===== src/rtl/mem_stage.sv =====
// -----------------------------------------------------------------------------
// mem_stage -- MEM pipeline stage with a registered data-memory handshake.
//
// Sits between the EX/MEM register (inputs *_i) and the MEM/WB register
// (outputs *_o, held in this module). Loads and stores are issued to an external
// data memory through a req/ack handshake. The pipeline is frozen (stall_o)
// until the access completes.
//
// Ports
//   clk, reset             clock (rising edge), asynchronous active-low reset
//   MemtoReg_i, Jump_i, Branch_i, MemRead_i, MemWrite_i, RegWrite_i,
//   zero_flag_i            control fields from EX/MEM (Jump_i is unused here)
//   PC_beq_i, alu_result_i, ReadData2_i, inst_i, WriteRegister_i
//                          data fields from EX/MEM
//   dmem_req, dmem_we, dmem_addr, dmem_wdata
//                          registered data-memory request
//   dmem_ack, dmem_rdata   memory completion and load data (ack cycle)
//   stall_o                freezes PC, IF/ID, ID/EX and EX/MEM
//   PCSrc_o, PC_beq_o      branch redirect and target (combinational)
//   MemtoReg_o, RegWrite_o, ReadData_o, alu_result_o, inst_o,
//   WriteRegister_o        MEM/WB register
//   misalign_o             one-cycle misaligned-access flag
//
// Configuration macro: MEM_MISALIGN_TRAP_EN
//   defined   : a misaligned memory op is dropped, a bubble is written back
//               and misalign_o pulses for one cycle.
//   undefined : dmem_addr[1:0] is forced to 00, the access proceeds and
//               misalign_o is tied 0.
// -----------------------------------------------------------------------------
module mem_stage (
  input  logic        clk,
  input  logic        reset,
  // EX/MEM control
  input  logic [1:0]  MemtoReg_i,
  input  logic        Jump_i,
  input  logic        Branch_i,
  input  logic        MemRead_i,
  input  logic        MemWrite_i,
  input  logic        RegWrite_i,
  input  logic        zero_flag_i,
  // EX/MEM data
  input  logic [31:0] PC_beq_i,
  input  logic [31:0] alu_result_i,
  input  logic [31:0] ReadData2_i,
  input  logic [31:0] inst_i,
  input  logic [4:0]  WriteRegister_i,
  // data memory
  output logic        dmem_req,
  output logic        dmem_we,
  output logic [31:0] dmem_addr,
  output logic [31:0] dmem_wdata,
  input  logic        dmem_ack,
  input  logic [31:0] dmem_rdata,
  // pipeline control
  output logic        stall_o,
  output logic        PCSrc_o,
  output logic [31:0] PC_beq_o,
  // MEM/WB register
  output logic [1:0]  MemtoReg_o,
  output logic        RegWrite_o,
  output logic [31:0] ReadData_o,
  output logic [31:0] alu_result_o,
  output logic [31:0] inst_o,
  output logic [4:0]  WriteRegister_o,
  output logic        misalign_o
);

  typedef enum logic [1:0] {IDLE, BUSY, DONE} state_t;

  state_t      state;
  logic [31:0] rdata_q;   // load data captured in the ack cycle
  logic        mem_op;
  logic        trap;

  // Jumps are resolved upstream; the field only travels through the pipe.
  logic unused_jump;
  assign unused_jump = Jump_i;

  // A set MemWrite_i wins over MemRead_i, so both set is a write.
  assign mem_op = MemRead_i | MemWrite_i;

`ifdef MEM_MISALIGN_TRAP_EN
  logic misalign_q;
  assign trap       = mem_op & (alu_result_i[1:0] != 2'b00);
  assign misalign_o = misalign_q;
`else
  assign trap       = 1'b0;
  assign misalign_o = 1'b0;
`endif

  // Stall in the detect cycle and for every cycle spent waiting for ack.
  // Gated by reset so a held memory op cannot freeze a pipeline being reset.
  assign stall_o  = reset & (((state == IDLE) & mem_op & ~trap) | (state == BUSY));
  assign PCSrc_o  = Branch_i & zero_flag_i & ~stall_o;
  assign PC_beq_o = PC_beq_i;

  // NOTE: every register here is sequential state, so all assignments are
  // non-blocking; blocking assignments would let later statements observe
  // same-edge updates and break the register semantics.
  always_ff @(posedge clk or negedge reset) begin
    if (!reset) begin
      state           <= IDLE;
      dmem_req        <= 1'b0;
      dmem_we         <= 1'b0;
      dmem_addr       <= '0;
      dmem_wdata      <= '0;
      rdata_q         <= '0;
      MemtoReg_o      <= '0;
      RegWrite_o      <= 1'b0;
      ReadData_o      <= '0;
      alu_result_o    <= '0;
      inst_o          <= '0;
      WriteRegister_o <= '0;
`ifdef MEM_MISALIGN_TRAP_EN
      misalign_q      <= 1'b0;
`endif
    end else begin
`ifdef MEM_MISALIGN_TRAP_EN
      misalign_q <= trap & (state == IDLE);
`endif
      unique case (state)
        IDLE: begin
          if (mem_op && !trap) begin
            state      <= BUSY;
            dmem_req   <= 1'b1;
            dmem_we    <= MemWrite_i;
            dmem_wdata <= ReadData2_i;
            rdata_q    <= '0;
`ifdef MEM_MISALIGN_TRAP_EN
            dmem_addr  <= alu_result_i;
`else
            dmem_addr  <= {alu_result_i[31:2], 2'b00};
`endif
          end
          if (mem_op) begin
            // Either the detect cycle of an access (stalling) or a trapped
            // misaligned op: write back a bubble.
            MemtoReg_o      <= '0;
            RegWrite_o      <= 1'b0;
            ReadData_o      <= '0;
            alu_result_o    <= '0;
            inst_o          <= '0;
            WriteRegister_o <= '0;
          end else begin
            MemtoReg_o      <= MemtoReg_i;
            RegWrite_o      <= RegWrite_i;
            ReadData_o      <= '0;
            alu_result_o    <= alu_result_i;
            inst_o          <= inst_i;
            WriteRegister_o <= WriteRegister_i;
          end
        end

        BUSY: begin
          MemtoReg_o      <= '0;
          RegWrite_o      <= 1'b0;
          ReadData_o      <= '0;
          alu_result_o    <= '0;
          inst_o          <= '0;
          WriteRegister_o <= '0;
          if (dmem_ack) begin
            state      <= DONE;
            dmem_req   <= 1'b0;
            dmem_we    <= 1'b0;
            dmem_addr  <= '0;
            dmem_wdata <= '0;
            rdata_q    <= dmem_we ? 32'h0 : dmem_rdata;
          end
        end

        DONE: begin
          // Upstream was frozen, so the inputs are still those of the access.
          state           <= IDLE;
          MemtoReg_o      <= MemtoReg_i;
          RegWrite_o      <= RegWrite_i;
          ReadData_o      <= rdata_q;
          alu_result_o    <= alu_result_i;
          inst_o          <= inst_i;
          WriteRegister_o <= WriteRegister_i;
        end

        default: state <= IDLE;
      endcase
    end
  end

endmodule


===== config.mk =====
export PLATFORM = sky130hd
export DESIGN_NAME = mem_stage
export DESIGN_NICKNAME = d
export VERILOG_FILES = /design/src/rtl/mem_stage.sv
export SDC_FILE = /design/constraint.sdc
export NUM_CORES = 1
export LEC_CHECK = 0
export CORE_ASPECT_RATIO = 1.75
export CORE_UTILIZATION = 29
export DETAILED_ROUTE_END_ITERATION = 8
export PLACE_DENSITY = 0.6
export SLEW_MARGIN = 20
export SYNTH_ARGS = -nofsm -noshare
export SYNTH_HDL_FRONTEND = slang
export SYNTH_SLANG_ARGS = --single-unit
export TNS_END_PERCENT = 20

===== constraint.sdc =====
create_clock -name clk -period 2.6 [get_ports clk]
set_input_delay 0.52 -clock clk [delete_from_list [all_inputs] [get_ports clk]]
set_output_delay 0.52 -clock clk [all_outputs]
set_load 0.1 [all_outputs]

# After elaboration in Yosys (flattened, before gate mapping)
# Index checks and enable logic that the tools add are counted.
# word_totals
regBits	204
out_inout_bits	205
# classes
n_eq_ne	4
n_mux	28
bitwise_logic	7
n_reduce_logical	7
# ops
cell	n
32-bit two-way mux	8
32-bit one-hot mux with 2 select lines	4
32-bit one-hot mux with 3 select lines	2
5-bit one-hot mux with 3 select lines	1
2-bit two-way mux	3
2-bit one-hot mux with 3 select lines	1
5-bit two-way mux	1
1-bit bitwise AND	4
1-bit two-way mux	4
2-bit != test (second input constant)	2
1-bit one-hot mux with 2 select lines	2
2-bit one-hot mux with 2 select lines	1
2-bit nonzero test	2
1-bit one-hot mux with 3 select lines	1
3-bit AND reduction	1
3-bit nonzero test	1
2-bit by 1-bit equality test with 1-bit output (second input constant)	1
2-bit equality test (second input constant)	1
2-bit logical NOT	1
1-bit bitwise OR	2
2-bit AND reduction	1
2-bit OR reduction	1
1-bit NOT	1

# Depth between registers and ports, before layout
# Gate-level depths: netlist of the first run.
# depth
ltp_word	6
ltp_mapped	7
depth_no_buf	5

# Worst setup path after synthesis of the first run
# No wires, ideal clock.
# synth_timing
path_kind	register -> output
start	register state[1]
end	output PCSrc_o
arrival_time_ns	2.846
slack_ns	-0.766
path_stages_with_launch	6
path_cell_list	dfrtp_1 -> inv_1 -> ha_1 -> clkbuf_1 -> o21a_1 -> nor2_1
# synth_via
elab_chain_len	6
word_cells_on_any_way	7
cone_classes	eq/ne (1); bitwise (5); reduce/logical (1)
# synth_lines
element	line_no	text
start: declaration	70	state_t state;
start signal: assignment	102	state <= IDLE;
start signal: assignment	124	state <= BUSY;
start signal: assignment	162	state <= DONE;
2-bit logical NOT	93	assign stall_o = reset & (((state == IDLE) & mem_op & ~trap) | (state == BUSY));
1-bit bitwise AND	93	
1-bit bitwise OR (*)	93	
1-bit bitwise AND (*)	93	
via stall_o	55	output logic stall_o,
1-bit NOT (*)	94	assign PCSrc_o = Branch_i & zero_flag_i & ~stall_o;
1-bit bitwise AND (*)	94	
end: declaration	56	output logic PCSrc_o,
# The timed path passes the listed nets; every way through them passes the cells marked *.

# Worst setup path in the final report of the first run
# layout_timing
start	register state[0]
end	output PCSrc_o
# layout_via
elab_chain_len	6
word_cells_on_any_way	7
cone_classes	eq/ne (1); bitwise (5); reduce/logical (1)
# layout_lines
element	line_no
2-bit logical NOT	93
1-bit bitwise AND	93
1-bit bitwise OR (*)	93
1-bit bitwise AND (*)	93
1-bit NOT (*)	94
1-bit bitwise AND (*)	94
# Mark *: on every way between the ends. The rest lies on a longest branch, timed or not.

==> qor.yml, run 1 <==
diodes: 0
numCtsBuffers: 21
number_of_enable_flip_flop_cells_after_synthesis: 0
worst_skew_pair.late_latency_ns: 0.51
average_cell_area_after_synthesis_um2: 12.08
synth-seq-area-share: 0.5951
postPlaceCellArea_um2: 11400
dr_total_vias: 6057
first_pass_iters: 6
chipWidth_um: 131.4
global_route.usage.met2: 0.2934
htreeDepth: 1
gp_congestion: 0.7929
route.detailed.vias_per_inst: 4.441
drt.antenna.violating_nets: 0
max-clock-path-buffers: 3
number_of_synthesized_register_bits: 202
grt_start_max_net_pins: 137
maxcap_viol_count: 0
async_flop_share: 1.000
design.die.area_um2: 30010
post-route-util: 0.4216
proportion_of_layout_cells_with_a_drive_suffix_above_1: 0.2799
overflow: 0
die_h_um: 228.4
hold_violations: 0
ys.warnings.count: 0
layout_nets: 1155
place.port_buffers: 312
worst-endpoint-arrival_ns: 1.97
worst_hold_path_type: "in -> async"
drt_wl_total_um: 24320
grt_busiest_layer: "met2"
final_max_slew_viol_count: 0
core.rowCount: 82
setup_viol_count_final: 0
critPathMaxStageDelay_ns: 0.43
drtIter0Drc: 170
post-route-period-util: 0.9592
wl_per_cell_um: 17.83
initial_core_util: 0.2957
netlist_instances: 703
cp-start-kind: "flip-flop"
rsz0062_at_grt: "no"
cpMaxStageDelayCell: "dfrtp_2"
layout_commonest_cell: "dfrtp_1"
clock-root-buffer: "clkbuf_16"
synthDistinctLibCells: 24
grt_pass1_wl_um: 37780
core_area_um2: 28730
gr-usage-all-layers: 0.1614
fin_crit_ns: 2.494
drt_drc_violations_left: 0
final_cell_mix: "dfrtp_1, buf_4, clkdlybuf4s50_1, nand2_1, a22o_1"
fmaxAchievable_mhz: 401.0
number_of_filler_instances_in_the_final_layout: 2763
gr_layer_usage_met1: 0.1792
status: "completed"
grt_antenna_before_repair: 0
mappedNetlistArea_um2: 8494
worstSetupEndpointType: "primary output"
setup_tns_ns: 0
dominantRegCellSynth: "dfrtp_1"
clk_transition_reported_paths_ns: 0.06
crit_required_ns: 2.08
first_global_vias: 6313
pin_count: 381
critical_path.cell_chain: "inv_1 -> ha_2 -> o21a_1 -> o21a_4 -> nor2_4 -> buf_12"
crit_path_max_fanout: 6
max_slew.worst_pin.slew_ns: 0.9489
postLayoutCellArea_um2: 12110
area_growth_syn_to_layout_pct: 42.58
max-slew-margin-rel: 0.3674
numClockSinks: 202
tritoncts_clock_tree: "yes"
finClkSkew_ns: 0.009202
met3_usage: 0.02573
dp_hpwl_um: 16900
criticalPathCategory: "reg -> out"
-- cell usage after synthesis, drive strengths merged, types with 4 or more instances --
library cell    n  area (µm²)
o21ai          33       165.2
dfrtp         202        5055
clkbuf         28       105.1
mux2i          32       320.3
ha              6       75.07
buf            54       424.2
nor2b          64       400.4
a22o           72       630.6
nand2          98       367.9
inv            36       135.1
nor2            4       15.01
mux2           64       720.7
-- state kept, by name, indices dropped and copies added (netlist names) --
signal           count
ReadData_o          32
dmem_req             1
rdata_q             32
alu_result_o        32
dmem_addr           30
WriteRegister_o      5
state                2
MemtoReg_o           2
dmem_wdata          32
RegWrite_o           1
inst_o              32
dmem_we              1
-- logic make-up (layout without fill, tap and decap cells) --
logic type	after synthesis	after routing	share of synthesized area
adder cells (fa/ha/maj)	6	6	0.008838
other	1	3	0.0004415
AND/OR/NAND/NOR	168	168	0.09383
flip-flops	202	202	0.5951
multiplexers	96	96	0.1226
AO/OA/AOI/OAI	112	112	0.1010
buffers and inverters	118	399	0.07822
-- timing repair --
item,CTS,global route
setup endpoints to repair,2,2
resized for setup,2,1
hold buffers,0,0
buffers inserted,1,0
-- stage by stage --
| stage | cells | setup slack (ns) | hold WS, ns |
|---|---|---|---|
| after floorplan | 705 | 0.2267 | 0.2244 |
| after global placement | 1327 | 0.2442 | 0.4704 |
| after detailed placement | 1327 | 0.2264 | 0.4737 |
| after CTS | 1364 | 0.006079 | 0.2308 |
| after global routing | 1364 | 0.01398 | 0.1921 |
| final | 1364 | 0.1061 | 0.09427 |
-- critical path: cells and delay by family, from the launching register on --
kind                     cells  cell delay [ns]
flip-flops                   1             0.43
AO/OA/AOI/OAI                2             0.39
buffers and inverters        2             0.28
adder cells (fa/ha/maj)      1             0.24
AND/OR/NAND/NOR              1             0.13
-- routing by layer --
metal	vias to the layer above	wire length (µm)
met4	0	1115
met2	166	12840
met3	69	1193
li1	2844	-
met5	-	0
met1	2978	9168
-- path summary, 6_finish.rpt --
kind                                from            end  slack (ns)  cells after the start
hold reg to reg            dmem_addr[24]  dmem_addr[24]        0.49                      1
setup reg to reg                state[0]  dmem_addr[18]        0.54                      6
setup / recovery                state[0]        PCSrc_o        0.11                      6
hold / removal                     reset  dmem_addr[15]        0.09                      2
max in group asynchronous          reset       state[0]        1.71                      2
min in group clk           dmem_addr[24]  dmem_addr[24]        0.49                      1
-- area by class of cell --
| class | instances | area (µm²) | share of cell area |
|---|---|---|---|
| clock buffers | 28 | 601.8 | 0.04969 |
| clock inverters | 8 | 93.84 | 0.007748 |
| inverters | 36 | 135.1 | 0.01116 |
| multi-input cells | 385 | 2825 | 0.2333 |
| flip-flops and latches | 202 | 5056 | 0.4175 |
| well taps | 378 | 473.0 | 0.03905 |
| repair buffers | 327 | 2927 | 0.2416 |
Power of run 1 is not shown: default switching activity piles up to over one toggle a cycle in this logic, so the estimate is an artifact.
==> run 2, diff against run 1 <==
--- a/config.mk
+++ b/config.mk
@@ -8,7 +8,7 @@
 export CORE_ASPECT_RATIO = 1.75
 export CORE_UTILIZATION = 29
 export DETAILED_ROUTE_END_ITERATION = 8
-export PLACE_DENSITY = 0.6
+export PLACE_DENSITY = 0.56
 export SLEW_MARGIN = 20
 export SYNTH_ARGS = -nofsm -noshare
 export SYNTH_HDL_FRONTEND = slang
==> qor.yml, run 2 (synthesis gave the netlist of run 1 again) <==
post-route-period-util: 0.9555
postLayoutSetupSlackWorst_ns: 0.1157
finClkSkew_ns: 0.006013
met3_usage: 0.02550
drt_wl_total_um: 24810
pin_count: 381
crit_required_ns: 2.08
final_cell_mix: "dfrtp_1, buf_4, clkdlybuf4s50_1, nand2_1, a22o_1"
initial_core_util: 0.2957
rsz0062_at_grt: "no"
setup_viol_count_final: 0
chipWidth_um: 131.4
dr_total_vias: 6008
first_global_vias: 6286
final_max_slew_viol_count: 0
die_h_um: 228.4
design.die.area_um2: 30010
layout_commonest_cell: "dfrtp_1"
grt_pass1_wl_um: 38790
maxcap_viol_count: 0
drt.antenna.violating_nets: 0
clock-root-buffer: "clkbuf_16"
hold_slack_ns: 0.1036
hold_violations: 0
max_slew.worst_pin.slew_ns: 0.9567
cp-start-kind: "flip-flop"
gr-usage-all-layers: 0.1684
number_of_filler_instances_in_the_final_layout: 2808
wl_per_cell_um: 18.12
drt_drc_violations_left: 0
grt_busiest_layer: "met2"
postPlaceCellArea_um2: 11470
numCtsBuffers: 21
numClockSinks: 202
max-clock-path-buffers: 3
first_pass_iters: 4
drtIter0Drc: 175
worstSetupEndpointType: "primary output"
layout_nets: 1159
place.port_buffers: 312
gp_congestion: 0.7769
core.rowCount: 82
fmaxAchievable_mhz: 402.5
preCtsSetupSlack_ns: 0.2494
criticalPathCategory: "reg -> out"
grt_antenna_before_repair: 2
tritoncts_clock_tree: "yes"
crit_path_max_fanout: 6
core_area_um2: 28730
proportion_of_layout_cells_with_a_drive_suffix_above_1: 0.2804
gr_layer_usage_met1: 0.1945
clk_transition_reported_paths_ns: 0.07
worst-endpoint-arrival_ns: 1.96
worst_hold_path_type: "in -> async"
worst_skew_pair.late_latency_ns: 0.50
grt_start_max_net_pins: 130
setup_tns_ns: 0
route.detailed.vias_per_inst: 4.389
fin_crit_ns: 2.484
area_growth_syn_to_layout_pct: 42.76
overflow: 0
status: "completed"
htreeDepth: 1
global_route.usage.met2: 0.2972
dp_hpwl_um: 17240
postLayoutCellArea_um2: 12130
max-slew-margin-rel: 0.3622
[run 2: final timing paths]
check / start / endpoint / slack (ns) / depth (start not counted)
worst max register to register: state[1] / WriteRegister_o[0] / 0.55 / 6
worst max-delay path: state[0] / PCSrc_o / 0.12 / 6
min in group clk: ReadData_o[28] / ReadData_o[28] / 0.49 / 2
worst min register to register: ReadData_o[28] / ReadData_o[28] / 0.49 / 2
worst min-delay path: reset / state[0] / 0.10 / 2
max in group asynchronous: reset / dmem_wdata[2] / 1.68 / 2
[run 2: worst max-delay path: stages (launching register included)]
cell and delay (ns):
dfrtp_2 0.42, inv_1 0.10, ha_2 0.24, o21a_1 0.13, o21a_2 0.26, nor2_4 0.14, buf_12 0.18
[run 2: area by class of cell]
| cell class | count | area (µm²) | area share |
|---|---|---|---|
| clock inverters | 6 | 58.81 | 0.004849 |
| flip-flops and latches | 202 | 5057 | 0.4170 |
| repair buffers | 331 | 2994 | 0.2469 |
| multi-input cells | 385 | 2819 | 0.2325 |
| well taps | 378 | 473.0 | 0.03900 |
| inverters | 36 | 135.1 | 0.01114 |
| diodes | 3 | 7.507 | 0.0006191 |
| clock buffers | 28 | 581.8 | 0.04798 |
[run 2: stage by stage]
stage,cells,util
floorplan,705,-
global placement,1332,0.3994
detailed placement,1332,0.3994
CTS,1366,0.4218
global route,1368,0.4220
finish,1369,0.4221
[run 2: layer usage]
| layer | routed length [µm] | up-vias |
|---|---|---|
| met4 | 1065 | 0 |
| li1 | - | 2862 |
| met1 | 9460 | 2918 |
| met3 | 1088 | 59 |
| met5 | 0 | - |
| met2 | 13200 | 169 |
[run 2: timing repair]
action                                  4_1_cts  5_1_grt
pin swaps                                     0        0
setup buffers                                 0        0
resized for setup                             2        1
endpoints found under the setup margin        1        1
hold buffers                                  0        0
Power of run 2 is left out for the same reason.
==> run 3, diff against run 2 <==
--- a/config.mk
+++ b/config.mk
@@ -7,8 +7,10 @@
 export LEC_CHECK = 0
 export CORE_ASPECT_RATIO = 1.75
 export CORE_UTILIZATION = 29
+export CTS_BUF_LIST = sky130_fd_sc_hd__clkbuf_4 sky130_fd_sc_hd__clkbuf_8 sky130_fd_sc_hd__clkbuf_16
 export DETAILED_ROUTE_END_ITERATION = 8
 export PLACE_DENSITY = 0.56
+export SKIP_LAST_GASP = 1
 export SLEW_MARGIN = 20
 export SYNTH_ARGS = -nofsm -noshare
 export SYNTH_HDL_FRONTEND = slang
==> qor.yml, run 3 (synthesis gave the netlist of run 1 again) <==
post-route-period-util: 0.9555
gp_congestion: 0.7769
overflow: 0
setup_viol_count_final: 0
r2r_cells: 6
place.port_buffers: 312
r2r-start: "state[1]"
grt_start_max_net_pins: 130
layout_nets: 1159
tritoncts_clock_tree: "yes"
holdBufCountCts: 0
final_cell_mix: "dfrtp_1, buf_4, clkdlybuf4s50_1, nand2_1, a22o_1"
number_of_filler_instances_in_the_final_layout: 2802
maxcap_viol_count: 0
pin_count: 381
finClkSkew_ns: 0.005729
gr-usage-all-layers: 0.1684
area_growth_syn_to_layout_pct: 42.94
grt_antenna_before_repair: 2
timing.rr.end: "WriteRegister_o[0]"
crit_required_ns: 2.08
max-clock-path-buffers: 3
core.rowCount: 82
clock-root-buffer: "clkbuf_16"
post_cts_repair_setup_buffers: 0
first_pass_iters: 5
post-place-cells: 1332
drt_drc_violations_left: 0
die_h_um: 228.4
first_global_vias: 6286
core_area_um2: 28730
drtIter0Drc: 166
crit_path_max_fanout: 6
status: "completed"
drt.antenna.violating_nets: 0
criticalPathCategory: "reg -> out"
worst-endpoint-arrival_ns: 1.96
design.die.area_um2: 30010
worst_hold_path_type: "in -> async"
fin_crit_ns: 2.484
grt_pass1_wl_um: 38790
ff2ff_setup_slack_ns: 0.56
rsz0062_at_grt: "no"
hold_violations: 0
worstSetupEndpointType: "primary output"
fin_cells: 1369
route.detailed.vias_per_inst: 4.401
numClockSinks: 202
cp-start-kind: "flip-flop"
setup_tns_ns: 0
max_slew.worst_pin.slew_ns: 0.9521
dp_hpwl_um: 17240
fmaxAchievable_mhz: 402.5
dr_total_vias: 6025
final_max_slew_viol_count: 0
layout_commonest_cell: "dfrtp_1"
initial_core_util: 0.2957
max-slew-margin-rel: 0.3653
htreeDepth: 1
numCtsBuffers: 21
worst_skew_pair.late_latency_ns: 0.50
proportion_of_layout_cells_with_a_drive_suffix_above_1: 0.2844
drt_wl_total_um: 24830
chipWidth_um: 131.4
clk_transition_reported_paths_ns: 0.07
wl_per_cell_um: 18.14
[run 3: layout make-up]
| cell class | instances | area [µm²] | area share |
|---|---|---|---|
| inverter | 36 | 135.1 | 0.01113 |
| antenna | 3 | 7.507 | 0.0006183 |
| tap | 378 | 473.0 | 0.03895 |
| clock inverter | 6 | 58.81 | 0.004843 |
| multi-input combinational | 385 | 2819 | 0.2322 |
| sequential | 202 | 5057 | 0.4165 |
| timing repair buffer | 331 | 2994 | 0.2466 |
| clock buffer | 28 | 596.8 | 0.04916 |
[run 3: worst max-delay path by stage]
stage	endpoint	slack (ns)	startpoint
after floorplan	PCSrc_o	0.23	state[1]
after global placement	rdata_q[11]	0.27	MemWrite_i
after detailed placement	rdata_q[20]	0.25	MemWrite_i
after CTS	PCSrc_o	0.03	state[1]
after global routing	PCSrc_o	0.002	state[1]
final	PCSrc_o	0.12	state[0]
[run 3: per-layer routing]
metal	wire, µm	global-route usage	vias up
met3	1097	0.02550	61
met4	1065	0.09193	0
met2	13260	0.2972	175
met5	0	0	-
met1	9407	0.1945	2929
li1	-	-	2860
[run 3: stage by stage]
stage	cell area (µm²)	worst slack [ns]	hold WS [ns]	utilization
6_report	12140	0.1156	0.1056	0.4226
5_1_grt	12140	0.001970	0.1747	0.4226
3_3_place_gp	11470	0.2706	0.4684	0.3994
3_5_place_dp	11470	0.2494	0.4744	0.3994
4_1_cts	12130	0.03122	0.1874	0.4223
2_1_floorplan	8511	0.2267	0.2244	-
[run 3: repair_timing]
item / in CTS / in global routing
gates resized for setup: 2 / 1
endpoints found under the setup margin: 1 / 1
endpoints found under the hold margin: 0 / 0
[run 3: worst max-delay path, cell delays in order, from the launching register on]
cell     delay, ns
dfrtp_2       0.42
inv_1         0.10
ha_2          0.24
o21a_1        0.13
o21a_2        0.26
nor2_4        0.14
buf_12        0.18
Power of run 3 is left out for the same reason.
